## src/rtl/panel_loader.sv

```systemverilog
// Byte-stream to LED-panel pixel writer: parses {ADDR_HI, ADDR_LO, (R,G,B)*} packets
// and emits one registered pixel write per complete RGB triple into a DEPTH-deep buffer.
module panel_loader #(
  parameter int CHAINED = 3,
  parameter int ADDR_W  = 16
) (
  input  logic              ctrl_clk,
  input  logic              ctrl_resetn,
  input  logic              in_valid,
  output logic              in_ready,
  input  logic [7:0]        in_data,
  input  logic              in_last,
  output logic              ctrl_en,
  output logic [3:0]        ctrl_wr,
  output logic [ADDR_W-1:0] ctrl_addr,
  output logic [23:0]       ctrl_wdat,
  output logic              pkt_done,
  output logic              pkt_err
);

  localparam int DEPTH = CHAINED * 128;
  localparam logic [ADDR_W-1:0] PTR_LAST = ADDR_W'(DEPTH - 1);

  typedef enum logic [2:0] {
    S_ADDR_HI,
    S_ADDR_LO,
    S_PIX_R,
    S_PIX_G,
    S_PIX_B,
    S_DROP
  } state_t;

  state_t            state_q;
  logic [7:0]        addr_hi_q;
  logic [7:0]        r_q;
  logic [7:0]        g_q;
  logic [ADDR_W-1:0] ptr_q;
  logic              ready_q;
  logic              en_q;
  logic [3:0]        wr_q;
  logic [ADDR_W-1:0] addr_q;
  logic [23:0]       wdat_q;
  logic              done_q;
  logic              err_q;

  logic              xfer_d;
  logic [15:0]       start_d;
  logic              start_ok_d;
  logic [ADDR_W-1:0] ptr_next_d;

  // ready_q is low only while reset is held, so it doubles as the transfer qualifier
  assign xfer_d     = in_valid && ready_q;
  assign start_d    = {addr_hi_q, in_data};
  assign start_ok_d = (32'(start_d) < 32'(DEPTH));
  assign ptr_next_d = (ptr_q == PTR_LAST) ? '0 : ptr_q + 1'b1;

  always_ff @(posedge ctrl_clk or negedge ctrl_resetn) begin
    if (!ctrl_resetn) begin
      state_q   <= S_ADDR_HI;
      addr_hi_q <= '0;
      r_q       <= '0;
      g_q       <= '0;
      ptr_q     <= '0;
      ready_q   <= 1'b0;
      en_q      <= 1'b0;
      wr_q      <= 4'b0000;
      addr_q    <= '0;
      wdat_q    <= '0;
      done_q    <= 1'b0;
      err_q     <= 1'b0;
    end else begin
      ready_q <= 1'b1;
      en_q    <= 1'b0;
      wr_q    <= 4'b0000;
      done_q  <= 1'b0;
      err_q   <= 1'b0;
      if (xfer_d) begin
        case (state_q)
          S_ADDR_HI: begin
            addr_hi_q <= in_data;
            if (in_last) begin
              err_q   <= 1'b1;
              state_q <= S_ADDR_HI;
            end else begin
              state_q <= S_ADDR_LO;
            end
          end
          S_ADDR_LO: begin
            if (!start_ok_d) begin
              err_q   <= 1'b1;
              state_q <= in_last ? S_ADDR_HI : S_DROP;
            end else begin
              ptr_q <= ADDR_W'(start_d);
              if (in_last) begin
                done_q  <= 1'b1;
                state_q <= S_ADDR_HI;
              end else begin
                state_q <= S_PIX_R;
              end
            end
          end
          S_PIX_R: begin
            r_q <= in_data;
            if (in_last) begin
              err_q   <= 1'b1;
              state_q <= S_ADDR_HI;
            end else begin
              state_q <= S_PIX_G;
            end
          end
          S_PIX_G: begin
            g_q <= in_data;
            if (in_last) begin
              err_q   <= 1'b1;
              state_q <= S_ADDR_HI;
            end else begin
              state_q <= S_PIX_B;
            end
          end
          S_PIX_B: begin
            en_q   <= 1'b1;
            wr_q   <= 4'b0111;
            addr_q <= ptr_q;
            wdat_q <= {r_q, g_q, in_data};
            ptr_q  <= ptr_next_d;
            if (in_last) begin
              done_q  <= 1'b1;
              state_q <= S_ADDR_HI;
            end else begin
              state_q <= S_PIX_R;
            end
          end
          S_DROP: begin
            if (in_last) state_q <= S_ADDR_HI;
          end
          default: state_q <= S_ADDR_HI;
        endcase
      end
    end
  end

  assign in_ready  = ready_q;
  assign ctrl_en   = en_q;
  assign ctrl_wr   = wr_q;
  assign ctrl_addr = addr_q;
  assign ctrl_wdat = wdat_q;
  assign pkt_done  = done_q;
  assign pkt_err   = err_q;

endmodule

```

## config.mk

```make
export PLATFORM = sky130hd
export DESIGN_NAME = panel_loader
export DESIGN_NICKNAME = d
export VERILOG_FILES = /design/src/rtl/panel_loader.sv
export SDC_FILE = /design/constraint.sdc
export NUM_CORES = 1
export LEC_CHECK = 0
export CAP_MARGIN = 40
export CORE_AREA = 2 2 85 87
export CTS_BUF_LIST = sky130_fd_sc_hd__clkbuf_8 sky130_fd_sc_hd__clkbuf_16
export DETAILED_ROUTE_END_ITERATION = 16
export DIE_AREA = 0 0 87 89
export PLACE_DENSITY = 0.83
export SYNTH_ARGS = -nofsm -noshare
export SYNTH_HDL_FRONTEND = slang
export SYNTH_SLANG_ARGS = --single-unit
```

## constraint.sdc

```tcl
create_clock -name ctrl_clk -period 3.2 [get_ports ctrl_clk]
set_clock_uncertainty 0.1 [all_clocks]
set_input_delay 0.64 -clock ctrl_clk [delete_from_list [all_inputs] [get_ports ctrl_clk]]
set_output_delay 0.64 -clock ctrl_clk [all_outputs]
set_load 0.05 [all_outputs]
```

After elaboration in Yosys (flattened, before gate mapping) --
Cells that the tools add are included.
Operators by class: add/sub/neg operators 1, multipliers 0, eq/ne operators 8, magnitude comparators 1, reductions and logical operators 10, div/mod/pow operators 0, bitwise logic cells 0, shift operators 0, muxes and demuxes 22
Operators by type and width (number):
- $mux 16 | 2
- $pmux 16 s2 | 1
- $mux 3 | 6
- $pmux 3 s6 | 1
- $add 16x1->16 const B | 1
- $eq 16x9->1 const B | 1
- $lt 16x9->1 const B | 1
- $reduce_and 2->1 | 5
- $mux 1 | 8
- $eq 3x2->1 const B | 2
- $eq 3x3->1 const B | 2
- $mux 2 | 2
- $ne 2x2->1 const B | 2
- $pmux 1 s2 | 2
- $eq 3x1->1 const B | 1
- $logic_not 3->1 | 1
- $reduce_and 3->1 | 1
- $reduce_or 3->1 | 1
- $reduce_bool 2->1 | 1
- $logic_and 1x1->1 | 1
Word-level totals: memories kept 0, bits of input ports 12, word-level logic and storage cells 54, bits in writable memories 0, bits in registers 91, memory bits (read-only) 0, latch bits 0

Longest topological paths before layout --
Gate-level depths: netlist of the first run.
depth in word-level cells 4, gate-level depth with buffers 8, depth with buffers taken out 6

Least setup slack after synthesis of the first run --
OpenSTA, ideal clock, no wires.
path type reg-to-reg, from reg ready_q (netlist: in_ready), to reg r_q[0], stages on the path, launching flop included 5, arrival 2012 ps, buffers on the path 1, period minus slack after synthesis 2237 ps, setup slack 963 ps, cell sequence dfrtp_1 > nand2_1 > clkbuf_1 > nor4_2 > mux2_2
On the way: longest elaborated chain between the ends 2
Ends and longest elaborated chain:
- from (decl) | line 38 | logic ready_q;
- from (signal assigned) | line 64 | ready_q <= 1'b0;
- from (signal assigned) | line 72 | ready_q <= 1'b1;
- $logic_and 1x1->1 | line 52 | assign xfer_d = in_valid && ready_q;
- $reduce_and 2->1 (no source line)
- to (signal assigned) | line 103 | r_q <= in_data;
- to (decl) | line 35 | logic [7:0] r_q;
No other way between the ends. A chain may end at the register's enable or synchronous reset.

Final worst setup path of the first run --
from reg state_q[2], to reg ptr_q[12]
On the way: longest elaborated chain between the ends 3
Ends and longest elaborated chain:
- from (decl) | line 33 | state_t state_q;
- from (signal assigned) | line 91 | state_q <= in_last ? S_ADDR_HI : S_DROP;
- $eq 3x1->1 or $eq 3x3->1 (tied branches) | line 78 | case (state_q)
- $ne 2x2->1 (no source line) or $reduce_bool 2->1 (tied branches)
- $reduce_and 3->1 (no source line)
- to (signal assigned) | line 93 | ptr_q <= ADDR_W'(start_d);
- to (signal assigned) | line 125 | ptr_q <= ptr_next_d;
- to (decl) | line 37 | logic [ADDR_W-1:0] ptr_q;
Several ways; a longest one is shown, not always the timed one.

==> impl_metrics.json, run 1 <==
{
  "min_path_type": "input port to async pin",
  "setup_violations": 0,
  "clockRootBuffer": "clkbuf_8",
  "synth_top_family_by_area": "multiplexers",
  "status": "completed",
  "layout-drive-gt1-share_pct": 25.0,
  "cts_tree": "built",
  "vias": 2603,
  "yosysTopAreaCellShare_pct": 57.8,
  "numCtsBuffers": 9,
  "highest_layer": "met4",
  "clkSinkCount": 87,
  "drv_slew": 0,
  "worstSetupPathType": "flip-flop to flip-flop",
  "start_util_pct": 56.0,
  "grt_pass1_wl_um": 12600,
  "cts_hold_buffers": 0,
  "rsz0062_at_grt": "false",
  "postRouteAntennaNets": 0,
  "routed-wl-met3_um": 533,
  "cp.required_ps": 3350,
  "clock_latency_ps": 350,
  "clock.fmax_mhz": 401,
  "r2r_slack_ps": 710,
  "wl_um": 7370,
  "critPathMaxFanout": 18,
  "clk_path_buf_depth": 2,
  "drc_errors": 0,
  "yosysWarnings": 0,
  "synth_compound_area_share_pct": 9.97,
  "synthAdderAreaFrac_pct": 0.332,
  "synth_edf_count": 0,
  "p_leak_nw": 2.00,
  "rr_endpoint": "ptr_q[12]$_DFFE_PN0P_",
  "wl_per_cell_um": 17.1,
  "postSynthNetCount": 307,
  "post_drt_via_cell_ratio": 6.03,
  "critPathSlowestCell": "or3b_1",
  "maxCapViolations": 0,
  "grt_overflow": 0,
  "yosysSeqAreaShare_pct": 57.8,
  "r2r_cells": 5,
  "p_per_area_mw_per_mm2": 961,
  "placed_area_mm2": 0.00439,
  "crit_chain": "or3b_1 -> nor2_8 -> a21o_1 -> nand3_1 -> o31ai_1",
  "gp_congestion": 0.891,
  "async_flop_share_pct": 100,
  "grtUsageTotal_pct": 21.2,
  "die-area_mm2": 0.00774,
  "ys_seq_elements": 87,
  "syn_area_per_cell_um2": 12.8,
  "timing.rr.start": "state_q[2]$_DFFE_PN0P_",
  "cts_resized": 0,
  "critPathMaxStageDelay_ps": 600,
  "synth_simple_gate_area_share_pct": 8.51,
  "netlist_area_mm2": 0.00376,
  "areaGrowthSynthToFinish_pct": 22.5,
  "grt_pass1_vias": 2621,
  "die_w_um": 87,
  "ys.flop_type": "dfrtp_1",
  "yosysUniqueCellTypes": 43,
  "clk_pin_slew_ps": 80,
  "nNetsFinal": 360,
  "period_minus_slack_ps": 2490,
  "synth.top_cells.by_area": "dfrtp_1, mux2_2, a21oi_1, nand2_1, o21ai_0",
  "max_slew_margin_pct": 62.6,
  "htree_levels": 3,
  "ys_top_cells_by_count": "dfrtp_1, mux2_2, a21oi_1",
  "ios": 60,
  "worstMarginPinSlew_ps": 561,
  "die_h_um": 89,
  "stdcell_area_mm2": 0.00461,
  "n_antenna_cell": 0,
  "grt_max_degree": 51,
  "worst-endpoint-arrival_ps": 2640,
  "yosysMostFrequentCell": "dfrtp_1",
  "ir_drop_mv": 0.651,
  "syn_inst": 294,
  "dr_wl_met2_um": 3610,
  "finalCritPeriodShare_pct": 78.0,
  "fp.coreArea_mm2": 0.00672,
  "place.port_buffers": 58,
  "drtIter0Drc": 159,
  "final-hold-violation-count": 0,
  "synth_top_cell_by_area": "dfrtp_1",
  "synthXorXnorAreaFrac_pct": 0,
  "drt_first_pass_iters": 5,
  "tns_ps": 0,
  "worstSetupStartpointType": "flip-flop",
  "synth_mux_area_share_pct": 19.4,
  "cts_setup_buffers": 0,
  "wl_met1_um": 3090,
  "hpwl_um": 5070,
  "antenna_found_initial": 0,
  "critPathCaptureType": "flip-flop",
  "row_count": 30
}
[power by group]
group	total (mW)	switching, mW	internal [mW]	leakage (nW)
sequential	1.79	0.297	1.49	1.10
combinational	1.82	1.11	0.709	0.792
clock	0.826	0.386	0.441	0.107
total	4.43	1.79	2.64	2.00
[placed cells by master (no fill, tap or decap), types with 5 or more instances in the layout]
master	count
clkbuf_8	9
dfrtp_1	87
a21oi_1	15
nand2_1	14
nand4_1	5
nor3_1	5
nand3_1	9
clkdlybuf4s50_1	57
or4_1	5
nor2_1	5
o21ai_0	10
mux2_2	64
inv_1	8
[metrics by stage]
stage	power [mW]	setup slack [ps]	cells	util [%]	hold slack (ps)
detailed placement	3.63	410	416	65.3	394
global placement	3.57	483	416	65.3	383
CTS	4.46	729	432	68.6	157
global route	4.66	463	432	68.6	182
floorplan	3.03	963	294	-	244
finish	4.43	705	432	68.6	150
[registers in the layout, indices dropped and copies added, names as in the netlist]
| name | cells |
|---|---|
| ctrl_wdat | 24 |
| ctrl_addr | 16 |
| ptr_q | 16 |
| addr_hi_q | 8 |
| g_q | 8 |
| r_q | 8 |
| state_q | 3 |
| ctrl_wr | 1 |
| in_ready | 1 |
| pkt_done | 1 |
| pkt_err | 1 |
[critical path: cells and delay by family, from the launching register on]
kind            cells  cell delay (ps)
simple gates        3             1160
compound gates      2              600
flops               1              540
[routing by layer]
| metal | track usage (%) | up-vias |
|---|---|---|
| li1 | - | 1188 |
| met1 | 27.6 | 1298 |
| met2 | 34.1 | 100 |
| met3 | 6.09 | 17 |
| met4 | 7.81 | 0 |
| met5 | 0 | - |
[cell families (layout without fill, tap and decap cells)]
| kind of cell | after synthesis | in the layout |
|---|---|---|
| muxes | 65 | 65 |
| and+or+nand+nor | 56 | 56 |
| other | 2 | 2 |
| AOI/OAI and AO/OA | 55 | 55 |
| buffers and inverters | 28 | 86 |
| DFF | 87 | 87 |
| adders and majority gates | 1 | 1 |
[how the worst max path moves through the flow]
| stage | start | endpoint | slack (ps) | cells after the start |
|---|---|---|---|---|
| after floorplan | in_ready$_DFF_PN0_ | r_q[0]$_DFFE_PN0P_ | 960 | 4 |
| after global placement | in_valid | ptr_q[14]$_DFFE_PN0P_ | 480 | 6 |
| after detailed placement | in_valid | ptr_q[12]$_DFFE_PN0P_ | 410 | 6 |
| after CTS | state_q[2]$_DFFE_PN0P_ | ptr_q[12]$_DFFE_PN0P_ | 730 | 5 |
| after global routing | state_q[2]$_DFFE_PN0P_ | ptr_q[12]$_DFFE_PN0P_ | 460 | 5 |
| final | state_q[2]$_DFFE_PN0P_ | ptr_q[12]$_DFFE_PN0P_ | 710 | 5 |
[layout make-up]
type | count | area [µm²]
sequential | 87 | 2180
fill | 479 | 2110
multi-input combinational | 179 | 1450
timing repair buffer | 63 | 641
clock buffer | 9 | 124
tap | 80 | 100
clock inverter | 7 | 96.3
inverter | 7 | 26.3
(Power assumes the default switching activity.)
==> inputs of run 2 (changes only) <==
--- a/config.mk
+++ b/config.mk
@@ -6,11 +6,11 @@
 export NUM_CORES = 1
 export LEC_CHECK = 0
 export CAP_MARGIN = 40
-export CORE_AREA = 2 2 85 87
+export CORE_AREA = 2 2 92 94
 export CTS_BUF_LIST = sky130_fd_sc_hd__clkbuf_8 sky130_fd_sc_hd__clkbuf_16
 export DETAILED_ROUTE_END_ITERATION = 16
-export DIE_AREA = 0 0 87 89
-export PLACE_DENSITY = 0.83
+export DIE_AREA = 0 0 94 96
+export PLACE_DENSITY = 0.75
 export SYNTH_ARGS = -nofsm -noshare
 export SYNTH_HDL_FRONTEND = slang
 export SYNTH_SLANG_ARGS = --single-unit
==> constraint.sdc (replaced) <==
create_clock -name ctrl_clk -period 2 [get_ports ctrl_clk]
set_clock_uncertainty 0.1 [all_clocks]
set_input_delay 0.4 -clock ctrl_clk [delete_from_list [all_inputs] [get_ports ctrl_clk]]
set_output_delay 0.4 -clock ctrl_clk [all_outputs]
set_load 0.05 [all_outputs]
==> run 2 against run 1 <==
Utilization down 8.5 points. Clock-buffer cell count increased by 1. Routed wire length increased by 7.5%. Fmax is 27% higher. Via count increased by 4.5%. Final cell count grew 15%. Sequential cell count stayed put. Largest power group unchanged.
==> impl_metrics.json, run 2 (synthesis results as in run 1) <==
{
  "worst_slack_ps": 38.2,
  "drt_first_pass_iters": 4,
  "worstSetupPathType": "flip-flop to flip-flop",
  "cp.required_ps": 2190,
  "multi_input_area_mm2": 0.00149,
  "worst-endpoint-arrival_ps": 2150,
  "p_per_area_mw_per_mm2": 1460,
  "finalCritPeriodShare_pct": 98.1,
  "gp_congestion": 0.811,
  "clk_pin_slew_ps": 80,
  "num-fill-cells": 673,
  "wl_um": 7930,
  "place.port_buffers": 58,
  "antenna_found_initial": 0,
  "ir_drop_mv": 0.863,
  "status": "completed",
  "period_minus_slack_ps": 1960,
  "areaGrowthSynthToFinish_pct": 28.7,
  "min_path_type": "input port to async pin",
  "start_util_pct": 46.7,
  "clk_path_buf_depth": 2,
  "grtUsageTotal_pct": 19.2,
  "die_h_um": 96,
  "hold_slack_ps": 406,
  "grt_overflow": 0,
  "die-area_mm2": 0.00902,
  "final_cell_mix": "dfrtp_1, buf_4, mux2_2",
  "clkSinkCount": 87,
  "htree_levels": 3,
  "grt_max_degree": 41,
  "final_common_cell": "dfrtp_1",
  "grt_pass1_wl_um": 13300,
  "cts_tree": "built",
  "place_ws_ps": -188,
  "rsz0062_at_grt": "true",
  "ios": 60,
  "setup_violations": 0,
  "n_antenna_cell": 0,
  "worstSetupStartpointType": "flip-flop",
  "hpwl_um": 5520,
  "critPathMaxFanout": 3,
  "layout-drive-gt1-share_pct": 43.9,
  "seq_area_mm2": 0.00218,
  "die_w_um": 94,
  "maxCapViolations": 0,
  "post_drt_via_cell_ratio": 5.47,
  "drc_errors": 0,
  "p_leak_nw": 2.27,
  "largest_reg_flops": 24,
  "wl_per_cell_um": 15.9,
  "final-hold-violation-count": 0,
  "critPathCaptureType": "flip-flop",
  "fp.coreArea_mm2": 0.00805,
  "nNetsFinal": 400,
  "tns_ps": 0,
  "clockRootBuffer": "clkbuf_8",
  "clock.fmax_mhz": 510,
  "drv_slew": 0,
  "vias": 2719,
  "numCtsBuffers": 9,
  "grt_pass1_vias": 2747,
  "row_count": 33,
  "clock_latency_ps": 350,
  "postRouteAntennaNets": 0,
  "drtIter0Drc": 142
}
run 2: final cells by class:
type,instances,area share (%)
flip-flops and latches,87,45.0
multi-input cells,179,30.8
repair buffers,103,17.3
clock buffers,10,2.84
well taps,105,2.71
clock inverters,6,0.775
inverters,7,0.542
run 2: path summary, 6_finish.rpt:
path	slack, ps	depth (start not counted)	end	startpoint
min in group ctrl_clk	410	1	ctrl_wdat[18]$_DFFE_PN0P_	r_q[2]$_DFFE_PN0P_
min reg2reg	410	1	ctrl_wdat[18]$_DFFE_PN0P_	r_q[2]$_DFFE_PN0P_
max	40	5	ptr_q[11]$_DFFE_PN0P_	addr_hi_q[7]$_DFFE_PN0P_
max in group asynchronous	810	3	r_q[5]$_DFFE_PN0P_	ctrl_resetn
min	410	2	ctrl_addr[13]$_DFFE_PN0P_	ctrl_resetn
max reg2reg	40	5	ptr_q[11]$_DFFE_PN0P_	addr_hi_q[7]$_DFFE_PN0P_
run 2: worst max-delay path, cell delays in order, from the launching register on:
cell and delay, ps:
dfrtp_1 420, nor4_4 330, and4b_2 320, a21oi_2 80
or4_1 530, a21oi_2 130
run 2: through the flow:
stage / power [mW] / util [%] / instance area, µm² / cells
after global placement: 5.92 / 57.2 / 4610 / 476
after CTS: 7.09 / 59.8 / 4810 / 495
after global routing: 7.50 / 60.2 / 4840 / 497
after floorplan: 4.86 / - / 3780 / 294
after detailed placement: 6.00 / 57.2 / 4610 / 476
final: 7.09 / 60.2 / 4840 / 497
run 2: repair_timing:
item | 4_1_cts | 5_1_grt
hold buffers | 1 | 0
pin swaps | 1 | 5
setup endpoints to repair | 22 | 6
resized for setup | 15 | 4
endpoints found under the hold margin | 28 | 0
setup buffers | 2 | 2
run 2: metal layers:
metal	vias to the layer above	track usage, %	part of all wire [%]
met5	-	0	0
met4	0	9.30	2.0
met3	14	4.93	5.2
met2	68	30.1	48
met1	1370	25.0	44
li1	1267	-	-
run 2: where the power goes:
part / leakage, nW / internal [mW] / switching (mW)
Sequential: 1.10 / 2.39 / 0.387
Combinational: 1.08 / 1.26 / 1.96
Clock: 0.0895 / 0.478 / 0.615
Total: 2.27 / 4.12 / 2.96
